### config.mk
export PLATFORM = sky130hd
export DESIGN_NAME = apb_master_bridge
export DESIGN_NICKNAME = d
export VERILOG_FILES = /design/src/rtl/apb_master_bridge.sv
export SDC_FILE = /design/constraint.sdc
export NUM_CORES = 1
export LEC_CHECK = 0
export ABC_CLOCK_PERIOD_IN_PS = 2640
export BUFFER_PORTS_ARGS = -buffer_cell sky130_fd_sc_hd__buf_2
export CAP_MARGIN = 20
export CORE_MARGIN = 5
export CORE_UTILIZATION = 43
export CTS_BUF_LIST = sky130_fd_sc_hd__clkbuf_16
export CTS_CLUSTER_SIZE = 28
export DETAILED_ROUTE_END_ITERATION = 8
export GPL_TIMING_DRIVEN = 0
export PLACE_DENSITY_LB_ADDON = 0.1
export REMOVE_ABC_BUFFERS = 1
export SLEW_MARGIN = 20
export SYNTH_ARGS = -nofsm -noshare
export SYNTH_HDL_FRONTEND = slang
export SYNTH_SLANG_ARGS = --single-unit
### constraint.sdc
create_clock -name HCLK -period 2.64 [get_ports HCLK]
set_input_delay 0.132 -clock HCLK [delete_from_list [all_inputs] [get_ports HCLK]]
set_output_delay 0.132 -clock HCLK [all_outputs]
set_load 0.01 [all_outputs]
### src/rtl/apb_master_bridge.sv
// APB3 initiator: turns a core req/gnt/rvalid handshake into APB SETUP/ACCESS transfers,
// one transfer in flight, with slave wait states, PSLVERR and an ACCESS-phase watchdog.
//
// state  | meaning
// IDLE   | no transfer; gnt_o follows req_i, request fields latched on grant
// SETUP  | PSEL=1, PENABLE=0 for one cycle
// ACCESS | PSEL=1, PENABLE=1 until PREADY or watchdog expiry
module apb_master_bridge #(
    parameter int APB_ADDR_WIDTH = 12,
    parameter int TIMEOUT_CYCLES = 255
) (
    input  logic                      HCLK,
    input  logic                      HRESET,
    input  logic                      req_i,
    input  logic                      we_i,
    input  logic [APB_ADDR_WIDTH-1:0] addr_i,
    input  logic [31:0]               wdata_i,
    output logic                      gnt_o,
    output logic                      rvalid_o,
    output logic [31:0]               rdata_o,
    output logic                      err_o,
    output logic                      timeout_o,
    output logic [APB_ADDR_WIDTH-1:0] PADDR,
    output logic [31:0]               PWDATA,
    output logic                      PWRITE,
    output logic                      PSEL,
    output logic                      PENABLE,
    input  logic [31:0]               PRDATA,
    input  logic                      PREADY,
    input  logic                      PSLVERR
);

    typedef enum logic [1:0] {
        IDLE   = 2'd0,
        SETUP  = 2'd1,
        ACCESS = 2'd2
    } state_t;

    localparam logic        WDOG_EN   = (TIMEOUT_CYCLES != 0);
    // Counter holds the number of ACCESS cycles already completed, so the N-th cycle sees N-1.
    localparam logic [15:0] WDOG_LAST = WDOG_EN ? 16'(TIMEOUT_CYCLES - 1) : 16'hFFFF;

    state_t      state;
    state_t      state_nxt;
    logic [15:0] wdog_cnt;
    logic        launch;
    logic        xfer_done;
    logic        wdog_expire;

    always_ff @(posedge HCLK or posedge HRESET) begin
        if (HRESET) begin
            state <= IDLE;
        end else begin
            state <= state_nxt;
        end
    end

    always_comb begin
        state_nxt   = state;
        gnt_o       = 1'b0;
        PSEL        = 1'b0;
        PENABLE     = 1'b0;
        launch      = 1'b0;
        xfer_done   = 1'b0;
        wdog_expire = 1'b0;
        case (state)
            IDLE: begin
                gnt_o  = req_i;
                launch = req_i;
                if (req_i) begin
                    state_nxt = SETUP;
                end
            end
            SETUP: begin
                PSEL      = 1'b1;
                state_nxt = ACCESS;
            end
            ACCESS: begin
                PSEL    = 1'b1;
                PENABLE = 1'b1;
                // A ready slave on the final watchdog cycle still completes normally.
                if (PREADY) begin
                    xfer_done = 1'b1;
                    state_nxt = IDLE;
                end else if (WDOG_EN && (wdog_cnt == WDOG_LAST)) begin
                    wdog_expire = 1'b1;
                    state_nxt   = IDLE;
                end
            end
            default: begin
                state_nxt = IDLE;
            end
        endcase
    end

    always_ff @(posedge HCLK or posedge HRESET) begin
        if (HRESET) begin
            PADDR     <= '0;
            PWDATA    <= '0;
            PWRITE    <= 1'b0;
            wdog_cnt  <= '0;
            rvalid_o  <= 1'b0;
            rdata_o   <= '0;
            err_o     <= 1'b0;
            timeout_o <= 1'b0;
        end else begin
            rvalid_o  <= xfer_done | wdog_expire;
            timeout_o <= wdog_expire;

            if (launch) begin
                PADDR    <= addr_i;
                PWDATA   <= wdata_i;
                PWRITE   <= we_i;
                wdog_cnt <= '0;
            end else if (state == ACCESS) begin
                wdog_cnt <= wdog_cnt + 16'd1;
            end

            if (xfer_done) begin
                rdata_o <= PWRITE ? 32'd0 : PRDATA;
                err_o   <= PSLVERR;
            end else if (wdog_expire) begin
                rdata_o <= 32'd0;
                err_o   <= 1'b1;
            end
        end
    end

endmodule
==> flow_summary.toml <==
[status]
status = "finished clean"

[drt]
route.met3.wl_um = 966
drc = 0
firstDrtPassIters = 4
via_count = 3381
wl_per_cell_um = 15.4
avgViaCountPerCell = 4.90
ant_nets = 0
dr_wl_met2_mm = 4.94
highest_layer = "met4"
detail_route.iter0.violations = 141
drt-met1-wl_mm = 4.58
finalWirelength_mm = 10.6

[die]
fp-row-count = 34
initial_core_util = 0.445
pin_count = 165
die_y_um = 105
coreArea_um2 = 8760
die-width_um = 105
dieArea_um2 = 11100

[clocking]
cts_root_buf = "clkbuf_16"
cts_max_level = 3
clk_latency_ns = 0.34
cts_buffers = 9
path_clk_slew_ns = 0.07
cts_sinks = 98
clockBufferDepth = 2
tritoncts = "built"

[pwr]
power.leakage_uw = 0.00305
pwr-share-comb = 0.367
pwr_density_cell_nw_per_um2 = 1010
p_sw_frac = 0.363
p_seq_frac = 0.417
p_int_uw = 3620
peakVddDrop_mv = 0.473
p_total_uw = 5680
power_frac_clock = 0.216
switching_power_uw = 2060

[job]
cap_viol_max_count = 0

[synthesis]
yosysWarnings = 0
synth_area_per_cell_um2 = 10.5
synth_enable_flop_cells = 0
synth_ff_type = "dfrtp_1"
synth_top_area_frac = 0.629
synth_area_um2 = 3900
ys_top_cells_by_area = "dfrtp_1 (63%), nand2_1 (14%), a22o_1 (7.2%)"
synth_cell_type_count = 32
syn-instance-count = 372
async_flop_share = 1.00
synth_top_area_cell = "dfrtp_1"
ys_seq_elements = 98
yosysSeqAreaShare = 0.629

[global_route]
grt_pass1_vias = 3554
grt_pass1_wl_mm = 17.8
antenna_found_initial = 0
grt_start_max_net_pins = 73
grt_overflow = 0
grt.total_usage = 0.195

[setup_path]
required_ns = 2.89
path_cells = "inv_1 > ha_1 > nand3_1 > or4_4 > or3_1 > a21oi_1"
cp_max_fo = 12
endpoint_kind = "register"
crit_path_start_kind = "register"
criticalPathCategory = "register to register"
cp_slowest_cell = "or4_4"
worstPathArrival_ns = 2.64
cp_slowest_stage_delay_ns = 0.59

[final_layout]
utilization = 0.641
mostFrequentLayoutCell = "buf_2"
drive_gt1_frac = 0.338
area_growth_pct = 44.0
layout_common_cells = "buf_2 (164), nand2_1 (140), dfrtp_1 (98)"
finalInstanceArea_um2 = 5620
diodes = 0
fin_cells = 690
nets = 665

[placed_design]
dp_hpwl_mm = 6.97
gp_congestion = 0.750
placed_cells = 630
dpl-instance-area_um2 = 4900
portBuffers = 164

[timing]
drv_slew = 0
fin_crit_ns = 2.39
rsz0062_at_grt = "no"
max_freq_mhz = 419
timing_hold_violations_final = 0
skew_ns = 0.00760
setup_viol = 0
max-slew-margin-rel = 0.525
finalCritPeriodShare = 0.905
worst_slew_pin_slew_ns = 0.711
timing.hold.ws_ns = 0.00993

[worst_hold_path]
hp-class = "input port to register"
==> what timing repair did <==
| item | in CTS | in global routing |
|---|---|---|
| hold buffers | 44 | 0 |
| resized for setup | 1 | 0 |
| hold endpoints to repair | 69 | 0 |
| setup buffers | 0 | 0 |
| setup endpoints to repair | 1 | 0 |
==> power groups by stage <==
stage                     Sequential, uW  Combinational, uW  Clock, uW
after floorplan                     2620                821          0
after global placement              2350               1950          0
after detailed placement            2370               2060          0
after CTS                           2360               2110       1260
after global routing                2450               2300       1330
final                               2360               2080       1230
==> critical path, delay by kind of cell, from the launching register on <==
kind | cells | cell delay, ns
simple gates | 3 | 1.17
fa+ha+maj | 1 | 0.49
flops | 1 | 0.40
compound gates | 1 | 0.14
buf+inv | 1 | 0.11
==> path summary, 6_finish.rpt <==
check	from	end	slack [ns]	cells past startpoint
max	state[0]	wdog_cnt[15]	0.25	6
min	PRDATA[11]	rdata_o[11]	0.01	2
max reg2reg	state[0]	wdog_cnt[15]	0.25	6
min reg2reg	PADDR[1]	PADDR[1]	0.47	2
max in group asynchronous	HRESET	PWDATA[25]	1.70	4
min in group asynchronous	HRESET	PADDR[10]	0.30	3
==> synth_stat cells, types with 2 or more instances <==
| master | n |
|---|---|
| mux2_2 | 2 |
| nor2_1 | 11 |
| a22o_1 | 32 |
| ha_1 | 6 |
| or3_2 | 2 |
| xnor2_1 | 4 |
| nor3_1 | 2 |
| nand2_1 | 141 |
| dfrtp_1 | 98 |
| or3_1 | 4 |
| xor2_1 | 5 |
| inv_1 | 10 |
| a21oi_1 | 6 |
| or4_4 | 2 |
| and3_1 | 3 |
| clkbuf_1 | 13 |
| o21ai_0 | 6 |
| nand3_1 | 5 |
| nand4_1 | 4 |
| buf_2 | 4 |
==> stage by stage <==
step,setup TNS (ns),setup WS (ns)
4_1_cts,0,0.227
2_1_floorplan,-5.30,-0.0541
3_5_place_dp,0,0.250
3_3_place_gp,-171.20,-1.23
6_report,0,0.251
5_1_grt,0,0.0947
==> cell families after synthesis <==
| family | share of synthesized area |
|---|---|
| AND/OR/NAND/NOR | 0.202 |
| flip-flops | 0.629 |
| AO/OA/AOI/OAI | 0.0930 |
| buffers and inverters | 0.0282 |
| XOR/XNOR | 0.0202 |
| adder cells (fa/ha/maj) | 0.0192 |
| multiplexers | 0.00834 |
==> sequential cells by signal (all words and copies together), names as in the netlist <==
register / flops
PWDATA: 32
rdata_o: 32
wdog_cnt: 16
PADDR: 12
state: 2
PWRITE: 1
err_o: 1
rvalid_o: 1
timeout_o: 1
==> metal layers <==
layer	vias up	GRT usage
li1	1641	-
met5	-	0
met2	143	0.311
met1	1583	0.257
met3	14	0.0538
met4	0	0.0703
==> cell type report <==
class / instances / area (um^2)
tap: 108 / 135
fill: 691 / 3150
clock buffer: 9 / 225
clock inverter: 7 / 53.8
sequential: 98 / 2450
multi-input combinational: 246 / 1360
inverter: 11 / 48.8
timing repair buffer: 211 / 1340
(Power assumes the default switching activity.)
